--- src/rtl/edge_event_pkg.sv ---
// Shared types and helpers for the multi-channel edge event capture unit.
//   edge_mode_t   : per-channel edge selection encoding
//   cnt_sat_value : all-ones saturation value for an event counter of width w
package edge_event_pkg;

    localparam int unsigned MAX_CNT_W = 64;

    typedef enum logic [1:0] {
        EDGE_OFF  = 2'b00,
        EDGE_RISE = 2'b01,
        EDGE_FALL = 2'b10,
        EDGE_BOTH = 2'b11
    } edge_mode_t;

    // All-ones value of a w-bit counter, returned at full 64-bit width.
    function automatic logic [MAX_CNT_W-1:0] cnt_sat_value(input int unsigned w);
        if (w >= MAX_CNT_W) begin
            return '1;
        end
        return (MAX_CNT_W'(1) << w) - MAX_CNT_W'(1);
    endfunction

endpackage

--- src/rtl/edge_event_ch.sv ---
// One edge event channel: optional 2-flop synchroniser, glitch filter,
// one-cycle delay, edge qualification by mode, sticky flag and saturating
// event counter.
// Optional build macro: EDGE_EVENT_CAPTURE_SYNC_EN adds a 2-flop synchroniser
// in front of the filter (all latencies +2 cycles).
// Ports:
//   clk, anrst   : clock, asynchronous active-low reset
//   in           : raw input level
//   mode         : edge_mode_t encoding (off / rise / fall / both)
//   clr          : synchronous clear of sticky flag and counter
//   filt         : filtered level
//   edge_pulse   : one-cycle pulse per qualified edge
//   sticky       : event-seen flag
//   sticky_nxt_c : next value of sticky (feeds the top-level irq register)
//   cnt          : saturating event counter
module edge_event_ch
    import edge_event_pkg::*;
#(
    parameter int unsigned FILTER_CYCLES    = 2,
    parameter int unsigned CNT_W            = 8,
    parameter bit          REGISTER_OUTPUTS = 1'b0
) (
    input  logic             clk,
    input  logic             anrst,
    input  logic             in,
    input  logic [1:0]       mode,
    input  logic             clr,
    output logic             filt,
    output logic             edge_pulse,
    output logic             sticky,
    output logic             sticky_nxt_c,
    output logic [CNT_W-1:0] cnt
);

    localparam logic [CNT_W-1:0] CNT_MAX = CNT_W'(cnt_sat_value(CNT_W));

    logic             in_s;
    logic             filt_q;
    logic             filt_d_q;
    logic             ev_c;
    logic             sticky_q;
    logic [CNT_W-1:0] cnt_q;
    logic [CNT_W-1:0] cnt_nxt_c;

`ifdef EDGE_EVENT_CAPTURE_SYNC_EN
    // Two-flop synchroniser for asynchronous source lines.
    logic [1:0] sync_q;

    always_ff @(posedge clk or negedge anrst) begin
        if (!anrst) begin
            sync_q <= 2'b00;
        end else begin
            sync_q <= {sync_q[0], in};
        end
    end

    assign in_s = sync_q[1];
`else
    assign in_s = in;
`endif

    // Glitch filter: a new level must be seen on FILTER_CYCLES consecutive edges.
    if (FILTER_CYCLES == 0) begin : g_nofilt
        always_ff @(posedge clk or negedge anrst) begin
            if (!anrst) begin
                filt_q <= 1'b0;
            end else begin
                filt_q <= in_s;
            end
        end
    end else begin : g_filt
        localparam int unsigned     FC_W    = (FILTER_CYCLES > 1) ? $clog2(FILTER_CYCLES) : 1;
        localparam logic [FC_W-1:0] FC_LAST = FC_W'(FILTER_CYCLES - 1);

        logic [FC_W-1:0] fc_q;

        always_ff @(posedge clk or negedge anrst) begin
            if (!anrst) begin
                filt_q <= 1'b0;
                fc_q   <= '0;
            end else if (in_s != filt_q) begin
                if (fc_q == FC_LAST) begin
                    filt_q <= in_s;
                    fc_q   <= '0;
                end else begin
                    fc_q <= fc_q + FC_W'(1);
                end
            end else begin
                // Any agreeing sample discards a partial run.
                fc_q <= '0;
            end
        end
    end

    // Previous filtered level for edge detection.
    always_ff @(posedge clk or negedge anrst) begin
        if (!anrst) begin
            filt_d_q <= 1'b0;
        end else begin
            filt_d_q <= filt_q;
        end
    end

    // Edge qualification; mode is used live, so it holds no state.
    always_comb begin
        ev_c = 1'b0;
        unique case (edge_mode_t'(mode))
            EDGE_RISE: ev_c = filt_q & ~filt_d_q;
            EDGE_FALL: ev_c = ~filt_q & filt_d_q;
            EDGE_BOTH: ev_c = filt_q ^ filt_d_q;
            default:   ev_c = 1'b0;
        endcase
    end

    // Clear takes effect first, so a coincident event still counts once.
    always_comb begin
        sticky_nxt_c = sticky_q;
        cnt_nxt_c    = cnt_q;
        if (ev_c) begin
            sticky_nxt_c = 1'b1;
            if (clr) begin
                cnt_nxt_c = CNT_W'(1);
            end else if (cnt_q != CNT_MAX) begin
                cnt_nxt_c = cnt_q + CNT_W'(1);
            end
        end else if (clr) begin
            sticky_nxt_c = 1'b0;
            cnt_nxt_c    = '0;
        end
    end

    always_ff @(posedge clk or negedge anrst) begin
        if (!anrst) begin
            sticky_q <= 1'b0;
            cnt_q    <= '0;
        end else begin
            sticky_q <= sticky_nxt_c;
            cnt_q    <= cnt_nxt_c;
        end
    end

    // Pulse output: straight from qualification or delayed by one register.
    if (REGISTER_OUTPUTS) begin : g_pulse_reg
        logic pulse_q;

        always_ff @(posedge clk or negedge anrst) begin
            if (!anrst) begin
                pulse_q <= 1'b0;
            end else begin
                pulse_q <= ev_c;
            end
        end

        assign edge_pulse = pulse_q;
    end else begin : g_pulse_comb
        assign edge_pulse = ev_c;
    end

    assign filt   = filt_q;
    assign sticky = sticky_q;
    assign cnt    = cnt_q;

endmodule

--- src/rtl/edge_event_capture.sv ---
// Multi-channel edge event capture: WIDTH independent edge_event_ch channels
// plus a registered interrupt that is the OR of all sticky flags.
// Optional build macro: EDGE_EVENT_CAPTURE_SYNC_EN (input synchronisers,
// handled inside each channel).
// Ports:
//   clk, anrst : clock, asynchronous active-low reset
//   in         : raw input levels, one per channel
//   mode       : per-channel mode at [2i+1:2i] (00 off, 01 rise, 10 fall, 11 both)
//   clr        : per-channel synchronous clear of sticky flag and counter
//   filt       : filtered levels
//   edge_pulse : one-cycle pulse per qualified edge
//   sticky     : per-channel event-seen flags
//   cnt        : per-channel saturating counters, channel i at [i*CNT_W +: CNT_W]
//   irq        : registered OR of all sticky flags
module edge_event_capture
    import edge_event_pkg::*;
#(
    parameter int unsigned WIDTH            = 8,
    parameter int unsigned FILTER_CYCLES    = 2,
    parameter int unsigned CNT_W            = 8,
    parameter bit          REGISTER_OUTPUTS = 1'b0
) (
    input  logic                   clk,
    input  logic                   anrst,
    input  logic [WIDTH-1:0]       in,
    input  logic [2*WIDTH-1:0]     mode,
    input  logic [WIDTH-1:0]       clr,
    output logic [WIDTH-1:0]       filt,
    output logic [WIDTH-1:0]       edge_pulse,
    output logic [WIDTH-1:0]       sticky,
    output logic [WIDTH*CNT_W-1:0] cnt,
    output logic                   irq
);

    logic [WIDTH-1:0] sticky_nxt;
    logic             irq_q;

    for (genvar i = 0; i < WIDTH; i++) begin : g_ch
        edge_event_ch #(
            .FILTER_CYCLES    (FILTER_CYCLES),
            .CNT_W            (CNT_W),
            .REGISTER_OUTPUTS (REGISTER_OUTPUTS)
        ) u_ch (
            .clk          (clk),
            .anrst        (anrst),
            .in           (in[i]),
            .mode         (mode[2*i +: 2]),
            .clr          (clr[i]),
            .filt         (filt[i]),
            .edge_pulse   (edge_pulse[i]),
            .sticky       (sticky[i]),
            .sticky_nxt_c (sticky_nxt[i]),
            .cnt          (cnt[i*CNT_W +: CNT_W])
        );
    end

    // irq built from next-state sticky so it lands on the same edge as sticky.
    always_ff @(posedge clk or negedge anrst) begin
        if (!anrst) begin
            irq_q <= 1'b0;
        end else begin
            irq_q <= |sticky_nxt;
        end
    end

    assign irq = irq_q;

endmodule

--- config.mk ---
export PLATFORM = sky130hd
export DESIGN_NAME = edge_event_capture
export DESIGN_NICKNAME = d
export VERILOG_FILES = /design/src/rtl/edge_event_pkg.sv /design/src/rtl/edge_event_ch.sv /design/src/rtl/edge_event_capture.sv
export SDC_FILE = /design/constraint.sdc
export NUM_CORES = 1
export LEC_CHECK = 0
export ABC_AREA = 1
export CAP_MARGIN = 25
export CORE_MARGIN = 10
export CORE_UTILIZATION = 53
export CTS_BUF_LIST = sky130_fd_sc_hd__clkbuf_4 sky130_fd_sc_hd__clkbuf_8
export DETAILED_ROUTE_END_ITERATION = 16
export PLACE_DENSITY = 0.82
export SETUP_SLACK_MARGIN = 0.02
export SYNTH_ARGS = -nofsm -noshare
export SYNTH_HDL_FRONTEND = slang
export SYNTH_SLANG_ARGS = --single-unit
--- constraint.sdc ---
create_clock -name clk -period 2.05 [get_ports clk]
set_clock_uncertainty 0.15 [all_clocks]
set_input_delay 0.205 -clock clk [delete_from_list [all_inputs] [get_ports clk]]
set_output_delay 0.205 -clock clk [all_outputs]
set_load 0.005 [all_outputs]
==> results of run 1 <==
-- critical path, delay by kind of cell, from the launching register on --
kind	cells	cell delay, ns
flops	1	0.36
buf+inv	3	0.39
simple gates	2	0.17
fa+ha+maj	1	0.31
-- kinds of logic after synthesis --
group / synth area share [%]
flip-flops: 42.59
buffers and inverters: 11.00
adder cells (fa/ha/maj): 5.269
XOR/XNOR: 3.996
AND/OR/NAND/NOR: 32.80
AO/OA/AOI/OAI: 4.347
-- power by group through the flow --
| stage | Combinational, mW | Clock (mW) | Sequential [mW] |
|---|---|---|---|
| floorplan | 1.61 | 0 | 2.68 |
| global placement | 2.47 | 0 | 2.74 |
| detailed placement | 2.57 | 0 | 2.78 |
| CTS | 2.80 | 1.20 | 2.70 |
| global route | 3.20 | 1.28 | 2.76 |
| finish | 2.81 | 1.16 | 2.71 |
-- placed cells by master (no fill, tap or decap), types with 2 or more instances in the layout --
master             n
o21ai_0           31
nor2_4             4
nand3_4            3
a21o_1             2
inv_1            107
dfrtp_1           97
nand3_1          102
o21ai_2            2
nand2_2            6
clkbuf_8          12
nor3_1             5
nand4_1           15
o21ai_1            2
nand3b_1           8
xor2_1            12
or2_2              2
buf_4             23
xnor2_1           14
clkinv_2           3
clkdlybuf4s50_1  113
clkinv_1           4
nand2_1          176
dlygate4sd2_1      7
nor2_2             3
nor2_1            71
ha_1              24
a21oi_1            2
nand3_2           10
-- through the flow --
step	util, %	instance area, sq um	std cells	setup WS [ns]
3_5_place_dp	66.65	6943	973	0.1032
5_1_grt	69.86	7277	1005	0.02963
6_report	69.86	7277	1005	0.09894
2_1_floorplan	-	5699	735	0.4544
4_1_cts	69.63	7253	1003	0.07583
3_3_place_gp	66.65	6943	973	0.1359
-- sequential cells by signal (all words and copies together), names as in the netlist --
register,flops
g_ch.u_ch.cnt,64
irq,1
g_ch.u_ch.g_filt.fc_q,8
g_ch.u_ch.filt_d_q,8
g_ch.u_ch.filt,8
g_ch.u_ch.sticky,8
-- timing repair --
item	in CTS	in global routing
setup buffers	14	2
pin swaps	3	0
resized for setup	12	3
endpoints found under the setup margin	8	7
hold endpoints to repair	97	0
hold buffers	1	0
gates cloned	0	0
-- area by class of cell --
class                      count  area (sq um)  area share [%]
multi-input combinational    500          2678           36.80
sequential                    97          2427           33.36
clock buffer                  12         165.2           2.270
clock inverter                 3         15.01          0.2063
inverter                     111         416.7           5.726
timing repair buffer         146          1405           19.31
tap                          136         170.2           2.338
-- layer usage --
metal	part of all wire, %	track usage (%)	vias to the layer above
li1	-	-	2583
met1	40	22.29	2403
met2	49	31.49	187
met3	9.5	5.520	22
met4	1.7	6.987	0
met5	0	0	-
-- worst max path at each step --
stage | start | cells after the start | slack, ns | to
after floorplan | g_ch[7].u_ch.filt | 8 | 0.45 | g_ch[7].u_ch.cnt[1]
after global placement | g_ch[7].u_ch.filt | 5 | 0.14 | edge_pulse[7]
after detailed placement | g_ch[6].u_ch.filt | 5 | 0.10 | edge_pulse[6]
after CTS | g_ch[2].u_ch.filt_d_q | 6 | 0.08 | edge_pulse[2]
after global routing | g_ch[7].u_ch.filt | 5 | 0.03 | edge_pulse[7]
final | g_ch[6].u_ch.filt_d_q | 6 | 0.1 | edge_pulse[6]
==> out/qor.csv, run 1 <==
metric;value;unit
setup_viol;0;
synth_edf_count;0;
avgSynthCellArea;7.754;sq um
drive_gt1_share;8.170;%
cts_root_buffer;clkbuf_8;
fillCellCount;849;
ys_types;33;
ys_warn_count;0;
drtAntennaViolNets;0;
portBuffers;122;
fin_crit;1.951;ns
reg2reg_slack;0.19;ns
p_sw;2.431;mW
wl_per_cell;14.07;um
startpoint_type;flop;
outcome;completed;
tns;0;ns
row_count;37;
swShare;36.39;%
cp.arrival;1.60;ns
cp_max_fo;2;
reg2reg_depth;10;
die_h;123.7;um
synth_seq_area_share;42.59;%
internal_power;4.251;mW
die_area;15300;sq um
diodes;0;
gr-total-overflow;0;
timing.final.crit_share;95.17;%
critPathKind;flop to output port;
synth_top_area_share;42.59;%
gp_congestion;0.9198;
ys.flop_type;dfrtp_1;
cap_violations;0;
async_flop_share;100.0;%
rr_startpoint;g_ch[4].u_ch.filt_d_q;
insertion_delay;0.36;ns
yosysTopAreaCell;dfrtp_1;
p_leak;3.626;nW
synth_commonest_cells;nand2_1 (176), inv_1 (107), nand3_1 (105);
io-pin-count;123;
final_hold_viol_count;0;
max_stage_delay;0.36;ns
grt_max_degree;98;
timing.fmax;512.5;MHz
clkTransAtPathRegs;0.09;ns
drv_slew;0;
hpwl;10.77;mm
cpMostUsedCell;inv_1;
cts_max_level;3;
synthTopCellsByArea;dfrtp_1 (43%), nand2_1 (12%), nand3_1 (9.2%);
finalPower;6.682;mW
synthCells;735;
required;1.69;ns
die_w;123.7;um
grt_pass1_vias;5072;
seqPwrFrac;40.5;%
cts_max_path_buffers;2;
ys_ff_latch;97;
synth_area;5699;sq um
cts_inserted_buffers;9;
clkPwrFrac;17.4;%
num_vias;5195;
avgViaCountPerCell;5.169;
syn_nets;793;
critPathSlowestCell;dfrtp_1;
drtIter0Drc;470;
rsz0062_at_grt;false;
grt_antenna_before_repair;0;
dr.pass1.iters;5;
drc_errors;0;
clock_sinks;97;
area_growth;27.68;%
reg2reg_to;g_ch[4].u_ch.cnt[3];
p_per_area;918.3;nW/um^2
gr-usage-all-layers;18.75;%
start_util;54.71;%
path_cells;inv_1, ha_1, inv_1, nand3_2, nand3_4, dlygate4sd2_1;
min_path_type;input pin to asynchronous set/reset pin;
relSlewSlack;64.22;%
whs;0.2618;ns
routed_wl;14.14;mm
peakVddDrop;0.0006686;V
worst_slew_pin_slew;0.5368;ns
p_comb_share;42.1;%
coreArea;10420;sq um
synth.most_common_cell;nand2_1;
tritoncts;done;
grt_pass1_wl;23.56;mm
worstSetupEndpointType;output port;
nNetsFinal;923;
Power figures use the tool's default switching activity.
==> run 2, diff against run 1 <==
--- a/config.mk
+++ b/config.mk
@@ -8,10 +8,12 @@
 export ABC_AREA = 1
 export CAP_MARGIN = 25
 export CORE_MARGIN = 10
-export CORE_UTILIZATION = 53
+export CORE_UTILIZATION = 45
 export CTS_BUF_LIST = sky130_fd_sc_hd__clkbuf_4 sky130_fd_sc_hd__clkbuf_8
 export DETAILED_ROUTE_END_ITERATION = 16
-export PLACE_DENSITY = 0.82
+export DONT_BUFFER_PORTS = 1
+export GPL_TIMING_DRIVEN = 0
+export PLACE_DENSITY = 0.59
 export SETUP_SLACK_MARGIN = 0.02
 export SYNTH_ARGS = -nofsm -noshare
 export SYNTH_HDL_FRONTEND = slang
==> out/qor.csv, run 2 (same netlist as run 1, synthesis figures left out) <==
metric;value;unit
outcome;complete, but fails checks;
violations;negative hold slack;
die_w;132.5;um
max_stage_delay;0.45;ns
relSlewSlack;73.85;%
min_path_type;input pin to asynchronous set/reset pin;
setup_viol;0;
drtAntennaViolNets;0;
p_comb_share;34.4;%
clock_sinks;97;
finalPower;6.009;mW
diodes;0;
placed_area;5914;sq um
portBuffers;0;
seqCellArea;2429;sq um
grt_pass1_wl;22.15;mm
internal_power;3.757;mW
multi_input_area;2705;sq um
worstSetupEndpointType;output port;
cts_root_buffer;clkbuf_8;
row_count;41;
seqPwrFrac;46.0;%
drc_errors;0;
grt_pass1_vias;4570;
finalInstanceArea;6317;sq um
avgViaCountPerCell;4.985;
layout_commonest_cell;nand2_1;
cp.arrival;1.58;ns
final_cell_mix;nand2_1 (176), inv_1 (107), nand3_1 (102), dfrtp_1 (96), nor2_1 (72);
grt_max_degree;98;
postCtsHoldBufs;16;
postCtsSetupBuffers;0;
gr-usage-all-layers;14.99;%
area_growth;10.85;%
nNetsFinal;820;
fillCellCount;1240;
cts_max_path_buffers;2;
hpwl;9.906;mm
cp_max_fo;6;
critPathSlowestCell;dfrtp_1;
drive_gt1_share;9.778;%
cts_inserted_buffers;9;
startpoint_type;flop;
whs;-0.6304;ns
cts_max_level;3;
die_area;17570;sq um
start_util;45.53;%
wl_per_cell;13.97;um
routed_wl;13.12;mm
drv_slew;0;
grt_antenna_before_repair;0;
tritoncts;done;
clkPwrFrac;19.6;%
peakVddDrop;0.0004939;V
coreArea;12520;sq um
swShare;37.48;%
clkTransAtPathRegs;0.09;ns
cap_violations;0;
reg2reg_depth;8;
insertion_delay;0.37;ns
tns;0;ns
largest_reg_flops;64;
fin_crit;1.940;ns
gp_congestion;0.8183;
p_per_area;951.2;nW/um^2
dr.pass1.iters;5;
rsz0062_at_grt;false;
path_cells;ha_1, inv_1, nand3_1, nand3_2, buf_4;
p_sw;2.252;mW
worst_slew_pin_slew;0.3907;ns
gr-total-overflow;0;
timing.fmax;515.5;MHz
final_hold_viol_count;97;
drtIter0Drc;204;
io-pin-count;123;
die_h;132.5;um
required;1.69;ns
num_vias;4681;
p_leak;3.244;nW
critPathKind;flop to output port;
timing.final.crit_share;94.63;%
[run 2: repair_timing]
action                                  CTS  global route
gates resized for setup                   2             8
endpoints found under the setup margin    2             7
pin swaps                                 0             1
endpoints found under the hold margin   170            97
[run 2: stage by stage]
stage / util (%) / cells / setup WS (ns)
after global placement: 47.25 / 907 / 0.1964
after floorplan: - / 735 / 0.4544
after CTS: 50.06 / 939 / 0.04498
after global routing: 50.47 / 939 / 0.02348
after detailed placement: 47.25 / 907 / 0.1306
final: 50.47 / 939 / 0.1101
[run 2: routing by layer]
metal / wire length (um) / part of all wire (%) / up-vias / global-route usage, %
met1: 5569 / 42 / 2182 / 17.30
met2: 6330 / 48 / 115 / 24.92
met3: 1025 / 7.8 / 16 / 5.337
met5: 0 / 0 / - / 0
li1: - / - / 2368 / -
met4: 191 / 1.5 / 0 / 5.746
[run 2: layout make-up]
cell class                 instances  share of cell area (%)
multi-input combinational        500                   42.82
sequential                        97                   38.44
tap                              172                   3.407
timing repair buffer              16                   2.535
inverter                         111                   6.595
buffer                            27                   3.327
clock buffer                      13                   2.634
clock inverter                     3                  0.2377
[run 2: final timing paths]
path | startpoint | endpoint | slack (ns)
max in group asynchronous | anrst | g_ch[5].u_ch.cnt[2] | 2.22
worst max register to register | g_ch[7].u_ch.filt | g_ch[7].u_ch.cnt[2] | 0.22
worst max-delay path | g_ch[7].u_ch.filt | edge_pulse[7] | 0.11
worst min register to register | g_ch[4].u_ch.g_filt.fc_q | g_ch[4].u_ch.g_filt.fc_q | 0.29
worst min-delay path | anrst | g_ch[3].u_ch.g_filt.fc_q | -0.63
min in group clk | mode[5] | g_ch[2].u_ch.cnt[2] | 0.03
[run 2: power by group through the flow]
stage | combinational (mW) | sequential (mW) | clock [mW]
2_1_floorplan | 1.61 | 2.68 | 0
3_3_place_gp | 1.94 | 2.79 | 0
3_5_place_dp | 2.01 | 2.81 | 0
4_1_cts | 2.06 | 2.78 | 1.25
5_1_grt | 2.40 | 2.85 | 1.32
6_report | 2.07 | 2.77 | 1.18
[run 2: critical path: cells and delay by family, from the launching register on]
kind                     cells  cell delay (ns)
buffers and inverters        2             0.22
flip-flops                   1             0.45
adder cells (fa/ha/maj)      1             0.30
AND/OR/NAND/NOR              2             0.25
